==> src/rtl/div_m_gen.sv <==
// div_m_gen: programmable /N clock divider (N=1..4) with tick, lock-valid and ratio-update status
module div_m_gen #(
    parameter int VALID_PERIODS = 2
) (
    input  logic       clk_ext,
    input  logic       rst,
    input  logic [1:0] M,
    output logic       DIV_M,
    output logic       div_tick,
    output logic       div_valid,
    output logic       m_upd,
    output logic [2:0] ratio
);
    localparam logic [2:0] PMAX = 3'(VALID_PERIODS + 1);

    logic [1:0] m_act;
    logic [1:0] cnt;
    logic [2:0] per_cnt;
    logic       wrap;
    logic       chg;
    logic [2:0] n_new;
    logic [2:0] per_inc;

    function automatic logic [2:0] n_of(input logic [1:0] c);
        return (c == 2'd0) ? 3'd4 : {1'b0, c};
    endfunction

    // high-phase length: ceil(N/2)
    function automatic logic [2:0] h_of(input logic [2:0] n);
        return (n + 3'd1) >> 1;
    endfunction

    // wrap detection, ratio adoption and saturating period count
    always_comb begin
        wrap    = ({1'b0, cnt} == ratio - 3'd1);
        chg     = wrap && (M != m_act);
        n_new   = chg ? n_of(M) : ratio;
        per_inc = (per_cnt == PMAX) ? PMAX : per_cnt + 3'd1;
    end

    // phase counter and flopped outputs; ratio changes only at period boundaries
    always_ff @(posedge clk_ext) begin
        if (rst) begin
            m_act     <= M;
            ratio     <= n_of(M);
            cnt       <= 2'(n_of(M) - 3'd1);
            per_cnt   <= 3'd0;
            DIV_M     <= 1'b0;
            div_tick  <= 1'b0;
            div_valid <= 1'b0;
            m_upd     <= 1'b0;
        end else if (!wrap) begin
            cnt      <= cnt + 2'd1;
            DIV_M    <= ({1'b0, cnt} + 3'd1 < h_of(ratio));
            div_tick <= 1'b0;
            m_upd    <= 1'b0;
        end else begin
            cnt      <= 2'd0;
            DIV_M    <= (n_new != 3'd1);
            div_tick <= (n_new != 3'd1);
            if (chg) begin
                m_act     <= M;
                ratio     <= n_new;
                per_cnt   <= 3'd1;
                div_valid <= 1'b0;
                m_upd     <= 1'b1;
            end else begin
                per_cnt   <= per_inc;
                div_valid <= (per_inc == PMAX);
                m_upd     <= 1'b0;
            end
        end
    end
endmodule
==> config.mk <==
export PLATFORM = sky130hd
export DESIGN_NAME = div_m_gen
export DESIGN_NICKNAME = d
export VERILOG_FILES = /design/src/rtl/div_m_gen.sv
export SDC_FILE = /design/constraint.sdc
export NUM_CORES = 1
export LEC_CHECK = 0
export CAP_MARGIN = 15
export CORE_MARGIN = 3
export CORE_UTILIZATION = 50
export DETAILED_ROUTE_END_ITERATION = 10
export HOLD_SLACK_MARGIN = 0.03
export PLACE_DENSITY_LB_ADDON = 0.08
export REMOVE_ABC_BUFFERS = 1
export SLEW_MARGIN = 40
export SYNTH_ARGS = -nofsm -noshare
export SYNTH_HDL_FRONTEND = slang
export SYNTH_SLANG_ARGS = --single-unit
==> constraint.sdc <==
create_clock -name clk_ext -period 2.5 [get_ports clk_ext]
set_clock_uncertainty 0.2 [all_clocks]
set_input_delay 0.5 -clock clk_ext [delete_from_list [all_inputs] [get_ports clk_ext]]
set_output_delay 0.5 -clock clk_ext [all_outputs]
set_load 0.02 [all_outputs]
# Yosys cells after proc, flatten, opt, wreduce, memory -nomap -nowiden
# Cells that the tools add are included.
totals:
  elab_cells: 42
  input_bits: 4
  regBits: 14
classes:
  magnitude_cmp: 1
  n_mux: 15
  n_addsub: 6
  n_eq_ne: 5
  n_bitwise: 1
  n_reduce_logical: 6
op_table:
  columns: ["cell", "n"]
  rows:
  - ["2-to-1 mux 3 bit", 7]
  - ["2-to-1 mux 2 bit", 5]
  - ["adder 3 x 1 -> 3 bit (second input constant)", 2]
  - ["== test 3 x 2 -> 1 bit (second input constant)", 2]
  - ["nonzero test 2 bit", 2]
  - ["adder 2 x 1 -> 3 bit (second input constant)", 1]
  - ["== test 2 x 3 -> 1 bit", 1]
  - ["< comparator 3 x 2 -> 1 bit", 1]
  - ["2-to-1 mux 1 bit", 3]
  - ["inequality test 3 x 1 -> 1 bit (second input constant)", 1]
  - ["subtractor 3 x 1 -> 3 bit (second input constant)", 1]
  - ["adder 2 x 1 -> 2 bit (second input constant)", 1]
  - ["logical NOT 2 bit", 1]
  - ["inequality test 2 bit", 1]
  - ["AND reduction 2 bit", 1]
  - ["OR reduction 2 bit", 1]
  - ["subtractor 2 x 1 -> 2 bit (second input constant)", 1]
  - ["logical AND 1 bit", 1]
  - ["inverter 1 bit", 1]

# Depth between registers and ports, before layout
# Gate-level depths: netlist of run 1.
logic_depth:
  depth_word: 7
  depth_mapped: 7

# Worst setup path before layout of run 1
# Ideal clock, no wire load.
synth_timing:
  path_type: "register -> register"
  from: "register ratio[0]"
  to: "register div_valid"
  arrival_time_ps: 2099
  path_buffers: 1
  t_required_ps: 2216
  setup_ps: 84
  period_less_slack_ps: 2383
  path_stages_with_launch: 8
  slack_ps: 117
  cell_sequence: "edfxtp_1 -> inv_1 -> ha_1 -> xnor2_1 -> or3_1 -> buf_2 -> or3_4 -> o31ai_2"
synth_between:
  elab_chain_cells: 4
synth_rtl:
  columns: ["item", "line_no", "text"]
  rows:
  - ["start: declaration", "12", "output logic [2:0] ratio"]
  - ["start signal: assignment", "45", "ratio <= n_of(M);"]
  - ["start signal: assignment", "63", "ratio <= n_new;"]
  - ["subtractor 3 x 1 -> 3 bit (*)", "35", "wrap = ({1'b0, cnt} == ratio - 3'd1);"]
  - ["== test 2 x 3 -> 1 bit (*)", "35", null]
  - ["logical AND 1 bit", "36", "chg = wrap && (M != m_act);"]
  - ["2-to-1 mux 1 bit", "61", "if (chg) begin"]
  - ["end signal: assignment", "69", "div_valid <= (per_inc == PMAX);"]
  - ["end: declaration", "10", "output logic div_valid,"]
# Mark *: on every way between the ends. The rest lies on a longest branch, timed or not.
# A chain may end at the register's enable or synchronous reset.

# Worst setup path in the final report of run 1
# Same ends and word-level chain as after synthesis.

==> results of run 1 <==
==> critical path, delay by kind of cell (launching register included) <==
family	cells	cell delay, ps
flops	1	450
simple gates	2	750
fa+ha+maj	1	280
compound gates	1	200
buf+inv	1	140
xor+xnor	1	160
==> cell usage after synthesis, drive strengths merged <==
cell	count	area (um2)
dfxtp	9	180.2
clkbuf	1	3.750
a211oi	2	15.01
edfxtp	5	150.1
nand3b	1	7.510
xnor2	5	43.79
nand2b	2	12.51
a21oi	3	15.01
fa	1	20.02
mux2	2	22.52
nor3b	1	7.510
nand3	1	5.000
o21ai	2	10.01
or4	1	7.510
mux2i	3	30.03
buf	1	5.000
o31ai	3	27.52
xor2	1	8.760
inv	8	30.03
or3	2	17.52
nor2	2	7.510
nand2	4	15.01
ha	5	62.56
nor3	5	25.02
==> worst paths after layout <==
path / endpoint
max: div_valid
min: per_cnt[2]
max reg2reg: div_valid
min reg2reg: per_cnt[2]
==> where the power goes <==
group | total (uW) | leakage, uW | internal (uW) | switching, uW
sequential | 361 | 0.000124 | 308 | 52.3
combinational | 486 | 0.000232 | 239 | 247
clock | 135 | 0.0000150 | 61.9 | 73.4
total | 982 | 0.000371 | 609 | 372
==> kinds of logic (layout without fill, tap and decap cells) <==
family / count (synthesis) / after routing / share of synthesized area
flip-flops: 14 / 14 / 0.4528
AND/OR/NAND/NOR: 19 / 19 / 0.1441
AO/OA/AOI/OAI: 10 / 10 / 0.09260
buffers and inverters: 10 / 27 / 0.05316
adder cells (fa/ha/maj): 6 / 6 / 0.1132
multiplexers: 5 / 5 / 0.07204
XOR/XNOR: 6 / 6 / 0.07204
==> sequential cells by signal (all words and copies together) (netlist names) <==
signal,flops
per_cnt,3
ratio,3
cnt,2
m_act,2
DIV_M,1
div_tick,1
div_valid,1
m_upd,1
==> cell type report <==
cell class                      instances  area, um2  share of cell area
Timing Repair Buffer                   15      137.6              0.1524
Tap cell                               15      18.77             0.02078
Sequential cell                        14      330.3              0.3657
Clock buffer                            4      26.28             0.02909
Inverter                                8      30.03             0.03324
Multi-Input combinational cell         46      360.3              0.3989
==> metal layers <==
metal | track usage | vias up | share of wire | wire, um
li1 | - | 278 | - | -
met1 | 0.1797 | 237 | 0.48 | 624
met2 | 0.2442 | 10 | 0.45 | 579
met3 | 0.04878 | 4 | 0.042 | 54
met4 | 0.1084 | 0 | 0.027 | 35
met5 | 0 | - | 0 | 0
==> stage by stage <==
stage	hold WS (ps)	utilization	cells	worst slack [ps]	total power, uW
after CTS	281.5	0.6773	102	228.9	992.2
after floorplan	234.0	-	68	131.9	659.7
after global routing	304.3	0.6773	102	127.1	1060
after global placement	262.5	0.6576	98	169.6	838.0
final	283.4	0.6773	102	236.3	981.6
after detailed placement	269.2	0.6576	98	122.4	856.3
==> reports/results.txt, run 1 <==
Remaining DRCs - 0
CTS buffer count - 3
max frequency - 441.8 MHz
pwr/cell area - 1087 nW/um2
routability cong. - 0.6979
worst-path cell chain - inv_1, ha_1, xnor2_1, or3_1, or3_4, o31ai_2
fin crit period - 2264 ps
placed inst area - 877.1 um2
WL final - 1293 um
clk slew on worst S/H paths - 90 ps
share of cells above drive strength 1 - 0.1379
post-detail-place hpwl - 1013 um
first-pass GRT wire length - 2145 um
via count of the first global-routing pass - 506
mapped cell area - 729.5 um2
initial antenna violation count - 0
Hold Crit Start - per_cnt[2]
hold buffers post-CTS - 0
post-CTS sizing - 0
Chip Width - 44.20 um
clock latency on the worst-skew pair - 280 ps
Worst Tran Pin Value - 256.0 ps
Rel. slew slack - 0.8280
Design Area, Final - 903.4 um2
Cells after Synth - 70
Critical Path Start - ratio[0]
most common cell after layout, fill and taps aside - clkdlybuf4s50_1
RSZ-0062 raised after global routing - false
fin crit share - 0.9055
setup_tns - 0 ps
TritonRoute pass-1 iters - 4
Root Driver - clkbuf_4
CP Capture Type - register
commonest cells after routing, fill and taps aside - clkdlybuf4s50_1 (10), dfxtp_1 (9), inv_1 (8)
Die ar. - 1953 um2
Clock Sinks - 14
final hold viol count - 0
fillers - 118
Distinct cells, synth - 26
static leakage power - 0.0003705 uW
sequential area share after synthesis - 0.4528
largest stage delay on the critical path - 450 ps
#FFs+latches synth - 14
I/O Buffers - 10
CTS tree - yes
final setup vio count - 0
Worst Path Max Fanout - 4
ANT cells - 0
Final nets - 98
Slew Viols, Final - 0
Setup Buffers After CTS - 0
CP max-delay cell - edfxtp_1
VDD IR max - 0.0006696 V
hold path depth - 2
FF-to-FF setup slack - 240 ps
crit start category - register
reg-to-reg startpoint - ratio[0]
HP Class - reg -> reg
FP Rows - 13
die height - 44.20 um
vias per inst - 5.186
H-tree depth - 1
Avg Inst Size Synth - 10.42 um2
R2R cell count - 6
CP Class - reg -> reg
MaxCap Viol Count - 0
Global Route Usage Sum - 0.1560
global route overflow - 0
Initial DRC Count - 13
total number of vias - 529
ANT nets after route - 0
WP data required - 2500 ps
status - completed
Initial Util - 0.5469
worst endpoint data arrival time - 2260 ps
Max Root-Sink Buffers - 2
I/O pin total - 11
Synthesis Warnings - 0
area delta synth->final - 23.84%
largest net degree at the start of global routing - 10
core footprint - 1334 um2
drt wl/cell - 12.68 um
Power figures use the tool's default switching activity.
==> run 2, diff against run 1 <==
--- a/config.mk
+++ b/config.mk
@@ -8,6 +8,7 @@
 export CAP_MARGIN = 15
 export CORE_MARGIN = 3
 export CORE_UTILIZATION = 50
+export CTS_CLUSTER_SIZE = 16
 export DETAILED_ROUTE_END_ITERATION = 10
 export HOLD_SLACK_MARGIN = 0.03
 export PLACE_DENSITY_LB_ADDON = 0.08
==> results of run 2 <==
No change in the layout: final DEF, timing and power equal those of run 1.
